### config.mk
export PLATFORM = sky130hd
export DESIGN_NAME = zero_insert_pad_layer
export DESIGN_NICKNAME = d
export VERILOG_FILES = /design/src/rtl/zero_insert_pad_layer.sv
export SDC_FILE = /design/constraint.sdc
export NUM_CORES = 1
export LEC_CHECK = 0
export CAP_MARGIN = 10
export CORE_MARGIN = 10
export CORE_UTILIZATION = 45
export CTS_CLUSTER_DIAMETER = 30
export CTS_CLUSTER_SIZE = 40
export DETAILED_ROUTE_END_ITERATION = 6
export PLACE_DENSITY = 0.8
export SLEW_MARGIN = 20
export SYNTH_ARGS = -nofsm -noshare
export SYNTH_HDL_FRONTEND = slang
export SYNTH_SLANG_ARGS = --single-unit
### constraint.sdc
create_clock -name clk -period 3.6 [get_ports clk]
set_clock_uncertainty 0.2 [all_clocks]
set_input_delay 0.54 -clock clk [delete_from_list [all_inputs] [get_ports clk]]
set_output_delay 0.54 -clock clk [all_outputs]
set_load 0.02 [all_outputs]
### src/rtl/zero_insert_pad_layer.sv
//------------------------------------------------------------------------------
// zero_insert_pad_layer
//   Streaming zero-padder with optional stride dilation (zero insertion between
//   input pixels), feeding transposed-convolution layers. Each frame is armed
//   by a start pulse; mode is captured at that moment:
//     mode 0 : border padding only
//     mode 1 : STRIDE-1 zero columns/rows between pixels, then border padding
//   Content samples pass through combinationally (zero latency); all other
//   output positions emit zeros without consuming input.
//
// Ports
//   clk, rst         clock, asynchronous active-high reset
//   start, mode      frame start request and mode (sampled on start in IDLE)
//   valid_in/ready_in/data_in     input stream (signed samples)
//   valid_out/ready_out/data_out  output stream (signed samples)
//   last_out         marks the final sample of the frame
//   busy             frame in progress
//   frame_done       one-cycle pulse after the final sample fires
//
// Revision: 1.0  initial release
//------------------------------------------------------------------------------
`default_nettype none

module zero_insert_pad_layer #(
  parameter int DATA_WIDTH = 16,
  parameter int CHANNELS   = 1,
  parameter int IMG_WIDTH  = 14,
  parameter int IMG_HEIGHT = 14,
  parameter int STRIDE     = 2,
  parameter int PAD_TOP    = 1,
  parameter int PAD_BOTTOM = 2,
  parameter int PAD_LEFT   = 1,
  parameter int PAD_RIGHT  = 2
) (
  input  logic                         clk,
  input  logic                         rst,
  input  logic                         start,
  input  logic                         mode,
  input  logic                         valid_in,
  input  logic signed [DATA_WIDTH-1:0] data_in,
  output logic                         ready_in,
  input  logic                         ready_out,
  output logic                         valid_out,
  output logic signed [DATA_WIDTH-1:0] data_out,
  output logic                         last_out,
  output logic                         busy,
  output logic                         frame_done
);

  // Output geometry for stride 1 (mode 0) and STRIDE (mode 1)
  localparam int OW1 = PAD_LEFT + IMG_WIDTH + PAD_RIGHT;
  localparam int OH1 = PAD_TOP + IMG_HEIGHT + PAD_BOTTOM;
  localparam int OWS = PAD_LEFT + (IMG_WIDTH - 1) * STRIDE + 1 + PAD_RIGHT;
  localparam int OHS = PAD_TOP + (IMG_HEIGHT - 1) * STRIDE + 1 + PAD_BOTTOM;

  localparam int MAXW = (OW1 > OWS) ? OW1 : OWS;
  localparam int MAXH = (OH1 > OHS) ? OH1 : OHS;
  localparam int MAXD = (MAXW > MAXH) ? MAXW : MAXH;
  localparam int CW   = $clog2(MAXD + 1);
  localparam int PW   = (STRIDE > 1) ? $clog2(STRIDE) : 1;
  localparam int CHW  = (CHANNELS > 1) ? $clog2(CHANNELS) : 1;

  localparam logic [CW-1:0]  OW1_M1 = CW'(OW1 - 1);
  localparam logic [CW-1:0]  OWS_M1 = CW'(OWS - 1);
  localparam logic [CW-1:0]  OH1_M1 = CW'(OH1 - 1);
  localparam logic [CW-1:0]  OHS_M1 = CW'(OHS - 1);
  localparam logic [CW-1:0]  X_LO   = CW'(PAD_LEFT);
  localparam logic [CW-1:0]  Y_LO   = CW'(PAD_TOP);
  localparam logic [CW-1:0]  X_HI1  = CW'(PAD_LEFT + IMG_WIDTH - 1);
  localparam logic [CW-1:0]  X_HIS  = CW'(PAD_LEFT + (IMG_WIDTH - 1) * STRIDE);
  localparam logic [CW-1:0]  Y_HI1  = CW'(PAD_TOP + IMG_HEIGHT - 1);
  localparam logic [CW-1:0]  Y_HIS  = CW'(PAD_TOP + (IMG_HEIGHT - 1) * STRIDE);
  localparam logic [PW-1:0]  S_M1   = PW'(STRIDE - 1);
  localparam logic [CHW-1:0] CH_M1  = CHW'(CHANNELS - 1);

  typedef enum logic [1:0] {
    IDLE = 2'd0,
    RUN  = 2'd1,
    DONE = 2'd2
  } state_t;

  state_t           state;
  logic             mode_r;
  logic [CHW-1:0]   ch;
  logic [CW-1:0]    out_x;
  logic [CW-1:0]    out_y;
  logic [PW-1:0]    phase_x;
  logic [PW-1:0]    phase_y;

  logic [CW-1:0]    ow_m1, oh_m1, x_hi, y_hi;
  logic [PW-1:0]    s_m1;
  logic             x_content, y_content, content;
  logic             run, fire, last_pos;

  // Geometry selected by the mode captured at frame start
  always_comb begin
    ow_m1 = mode_r ? OWS_M1 : OW1_M1;
    oh_m1 = mode_r ? OHS_M1 : OH1_M1;
    x_hi  = mode_r ? X_HIS  : X_HI1;
    y_hi  = mode_r ? Y_HIS  : Y_HI1;
    s_m1  = mode_r ? S_M1   : '0;
  end

  // A position carries input data only inside the image span and on a
  // stride phase of zero; phases stay 0 through the leading pad.
  assign x_content = (out_x >= X_LO) && (out_x <= x_hi) && (phase_x == '0);
  assign y_content = (out_y >= Y_LO) && (out_y <= y_hi) && (phase_y == '0);
  assign content   = x_content && y_content;

  assign run      = (state == RUN);
  assign fire     = valid_out && ready_out;
  assign last_pos = (ch == CH_M1) && (out_x == ow_m1) && (out_y == oh_m1);

  assign busy       = run;
  assign frame_done = (state == DONE);
  assign last_out   = run && last_pos;

  always_comb begin
    valid_out = 1'b0;
    ready_in  = 1'b0;
    data_out  = '0;
    if (run) begin
      if (content) begin
        valid_out = valid_in;
        ready_in  = ready_out;
        data_out  = data_in;
      end else begin
        valid_out = 1'b1;
      end
    end
  end

  always_ff @(posedge clk or posedge rst) begin
    if (rst) begin
      state   <= IDLE;
      mode_r  <= 1'b0;
      ch      <= '0;
      out_x   <= '0;
      out_y   <= '0;
      phase_x <= '0;
      phase_y <= '0;
    end else begin
      case (state)
        IDLE: begin
          if (start) begin
            state   <= RUN;
            mode_r  <= mode;
            ch      <= '0;
            out_x   <= '0;
            out_y   <= '0;
            phase_x <= '0;
            phase_y <= '0;
          end
        end
        RUN: begin
          if (fire) begin
            if (ch == CH_M1) begin
              ch <= '0;
              if (out_x == ow_m1) begin
                out_x   <= '0;
                phase_x <= '0;
                if (out_y == oh_m1) begin
                  out_y   <= '0;
                  phase_y <= '0;
                end else begin
                  out_y <= out_y + 1'b1;
                  if (out_y >= Y_LO)
                    phase_y <= (phase_y == s_m1) ? '0 : phase_y + 1'b1;
                  else
                    phase_y <= '0;
                end
              end else begin
                out_x <= out_x + 1'b1;
                if (out_x >= X_LO)
                  phase_x <= (phase_x == s_m1) ? '0 : phase_x + 1'b1;
                else
                  phase_x <= '0;
              end
            end else begin
              ch <= ch + 1'b1;
            end
            if (last_pos)
              state <= DONE;
          end
        end
        DONE: begin
          state <= IDLE;
        end
        default: begin
          state <= IDLE;
        end
      endcase
    end
  end

endmodule

`default_nettype wire

# Yosys cells after proc, flatten, opt, wreduce, memory -nomap -nowiden
# Cells that the tools add are included.
# classes
n_addsub	5
mul	0
div_mod_pow	0
n_lt_le_gt_ge	4
n_eq_ne	11
shift	0
mux	40
bitwise_logic	3
reduce_logical	16
# ops
op	count
$mux W5	9
$mux W16	2
$pmux W5 S2	2
$mux W1	19
$add A5 B1 Y5 const B	2
$eq A5 B5 Y1	2
$ge A5 B1 Y1 const B	2
$le A5 B5 Y1	2
$logic_and A1 B1 Y1	9
$mux W2	3
$ne A2 B1 Y1 const B	3
$pmux W1 S2	3
$reduce_and A3 Y1	2
$reduce_and A5 Y1	1
$mux W4	1
$ne A2 B2 Y1 const B	2
$pmux W2 S2	1
$reduce_and A4 Y1	1
$add A1 B1 Y1 const B	3
$not A1 Y1	3
$eq A1 B1 Y1	2
$eq A2 B1 Y1 const B	1
$eq A2 B2 Y1 const B	1
$logic_not A2 Y1	1
2 further kinds	2
# word_totals
reg_bits	16
latch_bits	0
ram_bits	0
mem_bits_ro	0
input_bits	22
out_inout_bits	21
elab_cells	86
memories	0

# Longest topological paths before layout
# depth
ltp_word	10
ltp_mapped	10
depth_no_buf	8

# Worst setup path after synthesis
# Ideal clock, no wire load.
# synth_timing
path_kind	register to output
start	register mode_r
end	output port data_out[10]
arrival_time_ns	2.187
t_required_ns	2.860
path_slack_ns	0.673
stages_incl_launch_ff	11
n_path_buf	2
path_cell_list	dfrtp_1 buf_6 inv_1 ha_1 a31oi_1 o21a_1 o22ai_1 nand4bb_1 nor2_1 clkbuf_1 and2_1
# synth_via
elab_chain_cells	7
elab_cells_between_ends	10
classes_between	order compare: 2; mux: 3; reduce/logical: 5
# synth_rtl
element	line	source
start: declaration	83	logic mode_r;
start signal: assignment	147	mode_r <= mode;
$mux W5 *	99, 100	
$le A5 B5 Y1, on equally long branches	106, 107	
$logic_and A1 B1 Y1, on equally long branches (2 in a row)	106, 107	
$logic_and A1 B1 Y1 *	108	assign content = x_content && y_content;
$mux W16 *	123	if (content) begin
$mux W16 *	122	if (run) begin
end: declaration	44	output logic signed [DATA_WIDTH-1:0] data_out,
# Mark *: on every way between the ends. The rest lies on a longest branch, timed or not.

# Final worst setup path
# layout_timing
start	register mode_r
end	output port valid_out
# layout_via
elab_chain_cells	7
elab_cells_between_ends	10
classes_between	order compare: 2; mux: 3; reduce/logical: 5
# layout_rtl
element	line	source
$mux W5 *	99, 100	
$le A5 B5 Y1, on equally long branches	106, 107	
$logic_and A1 B1 Y1, on equally long branches (2 in a row)	106, 107	
$logic_and A1 B1 Y1 *	108	
$mux W1 *	123	
$mux W1 *	122	
end: declaration	43	output logic valid_out,
# Marked as above.

==> results.yml <==
finish:
  drive_above_1_share_pct: 11.70
  postLayoutCellArea_um2: 1734
  final_cell_mix: "clkdlybuf4s50_1, and2_1, dlygate4sd2_1, dfrtp_1, inv_1"
  n_antenna_cell: 0
  final_common_cell: "clkdlybuf4s50_1"
  nNetsFinal: 221
  area_growth_syn_to_layout_pct: 39.44
  fillers: 227
  final_util_pct: 63.99
  fin_cells: 219
power_and_ir_drop:
  irDropWorstVdd_uv: 339.1
  swShare_pct: 45.45
  p_switching_uw: 452.9
  power_density_nw_per_um2: 574.6
  power_frac_comb_pct: 58.8
  p_leak_nw: 0.8031
  finalPower_uw: 996.4
  p_int_uw: 543.5
  clockPowerShare_pct: 10.3
  seqPwrFrac_pct: 30.9
critical_path:
  critical-path-max-stage-delay_ns: 0.41
  worstPathArrival_ns: 2.71
  worst_path_max_delay_cell: "dfrtp_1"
  start_kind: "register"
  worstSetupPathType: "reg -> out"
  crit_fanout: 5
  required_ns: 2.86
  reg2regPathDepth: 8
  cp-end-kind: "output pin"
  cp_cell_sequence: "inv_1 -> ha_1 -> a31oi_1 -> o21a_1 -> o22ai_1 -> nand4bb_4 -> or2_2 -> and2_1 -> dlygate4sd2_1"
  r2r_slack_ns: 0.81
placement:
  hpwl_um: 2799
  dp.cells: 213
  portBuffers: 42
  pre_cts_ws_ns: -0.1205
  place_area_um2: 1682
  gp_congestion: 0.8800
die:
  rows: 19
  die_h_um: 72.57
  core-area_um2: 2710
  pin_count: 43
  die-width_um: 72.57
  start_util_pct: 45.89
  die_area_um2: 5266
logic_synthesis:
  synthFlopType: "dfrtp_1"
  ys_seq_area_share_pct: 30.18
  synth_area_um2: 1244
  synthCells: 143
  ys_ff_latch: 15
  syn_nets: 175
  yosys_warnings: 0
  synth_edf_count: 0
  avgSynthCellArea_um2: 8.697
  synth_cell_types: 46
  synthArstFlopShare_pct: 100.0
detailed_routing:
  avgViaCountPerCell: 5.612
  drt_iter0_drc: 57
  wl_um: 3508
  wl_per_cell_um: 16.02
  first_pass_iters: 4
  ant_nets: 0
  via_count: 1229
  drc: 0
clock_tree:
  cts_tree: "built"
  clkTransAtPathRegs_ns: 0.10
  root_buffer: "clkbuf_4"
  cts_sinks: 15
  h-tree-depth: 1
  insertion_delay_ns: 0.29
  cts_buffer_depth: 2
  numCtsBuffers: 3
timing:
  worstMarginPinSlew_ns: 0.6008
  holdWs_ns: 0.3090
  layout_min_cycle_time_ns: 3.446
  min_period_over_period_pct: 95.73
  hold_viol: 0
  setup_violations: 0
  slew_headroom_pct: 59.90
  rsz0062_at_grt: "no"
  drv_slew: 0
  fmax_ghz: 0.2902
  setup-tns-final_ns: 0
  fin_ws_ns: 0.1538
job:
  drv_cap: 0
worst_hold_path:
  holdCritPathClass: "reg -> reg"
  hold_path_depth: 1
global_routing:
  grt_pass1_vias: 1328
  grt_max_degree: 16
  antenna_found_initial: 0
  track_usage_pct: 13.49
  grt_pass1_wl_um: 5996
  grt-ovfl-total: 0
outcome:
  status: "finished clean"
worst paths after layout:
| kind | start | end |
|---|---|---|
| worst max-delay path | mode_r | valid_out |
| worst min-delay path | phase_y | phase_y |
| worst max register to register | mode_r | out_y[4] |
| worst min register to register | phase_y | phase_y |
| max in group asynchronous | rst | out_x[4] |
| min in group asynchronous | rst | out_y[0] |
power by group through the flow:
| stage | logic, mW | registers (mW) | clock network, mW |
|---|---|---|---|
| 2_1_floorplan | 0.410 | 0.282 | 0 |
| 3_3_place_gp | 0.557 | 0.307 | 0 |
| 3_5_place_dp | 0.581 | 0.310 | 0 |
| 4_1_cts | 0.583 | 0.306 | 0.101 |
| 5_1_grt | 0.656 | 0.319 | 0.109 |
| 6_report | 0.586 | 0.308 | 0.103 |
sequential cells by signal, indices dropped and copies added (netlist names):
name     cells
mode_r       1
out_x        5
phase_y      1
phase_x      1
state        2
out_y        5
per-layer routing:
metal | GRT usage (%) | vias to the layer above | part of all wire (%)
li1 | - | 599 | -
met1 | 14.89 | 576 | 41
met2 | 21.68 | 50 | 45
met3 | 7.755 | 4 | 13
met4 | 3.586 | 0 | 1.0
met5 | 0 | - | 0
cells by family after synthesis:
logic type                 synth area share (%)
and+or+nand+nor                           31.39
AOI/OAI and AO/OA                         17.81
buffers and inverters                     6.841
DFF                                       30.18
adders and majority gates                 10.06
xor gates and xnor gates                  2.013
muxes                                     1.710
worst max-delay path, delay by kind of cell, from the launching register on:
family	cells	cell delay, ns
adder cells (fa/ha/maj)	1	0.32
AND/OR/NAND/NOR	3	0.80
buffers and inverters	2	0.39
flip-flops	1	0.41
AO/OA/AOI/OAI	3	0.50
synth_stat cells, drive strengths merged (4+ instances only):
library cell / number / share of area [%]
inv: 11 / 3.3
ha: 10 / 10
a21oi: 4 / 1.6
o31ai: 6 / 3.6
nand4: 4 / 2.5
nor2: 10 / 3.0
nor2b: 4 / 2.0
o21ai: 5 / 2.0
nand2: 4 / 1.2
dfrtp: 15 / 30
buf: 5 / 3.2
nand3: 6 / 2.4
and2: 20 / 10
timing repair:
action                                  in CTS  in global routing
hold buffers                                 0                  0
endpoints found under the setup margin      17                  1
gates cloned                                 1                  0
buffers inserted                             0                  1
gates resized for setup                     23                  1
pin swaps                                    1                  0
final cells by class:
type	count	area, um^2	area share (%)
Clock buffer	4	26.28	1.515
Timing Repair Buffer	46	427.9	24.68
Tap cell	31	38.79	2.237
Inverter	11	41.29	2.381
Sequential cell	15	375.4	21.65
Multi-Input combinational cell	112	824.5	47.55
No activity file was read; power rests on OpenSTA's default activity.
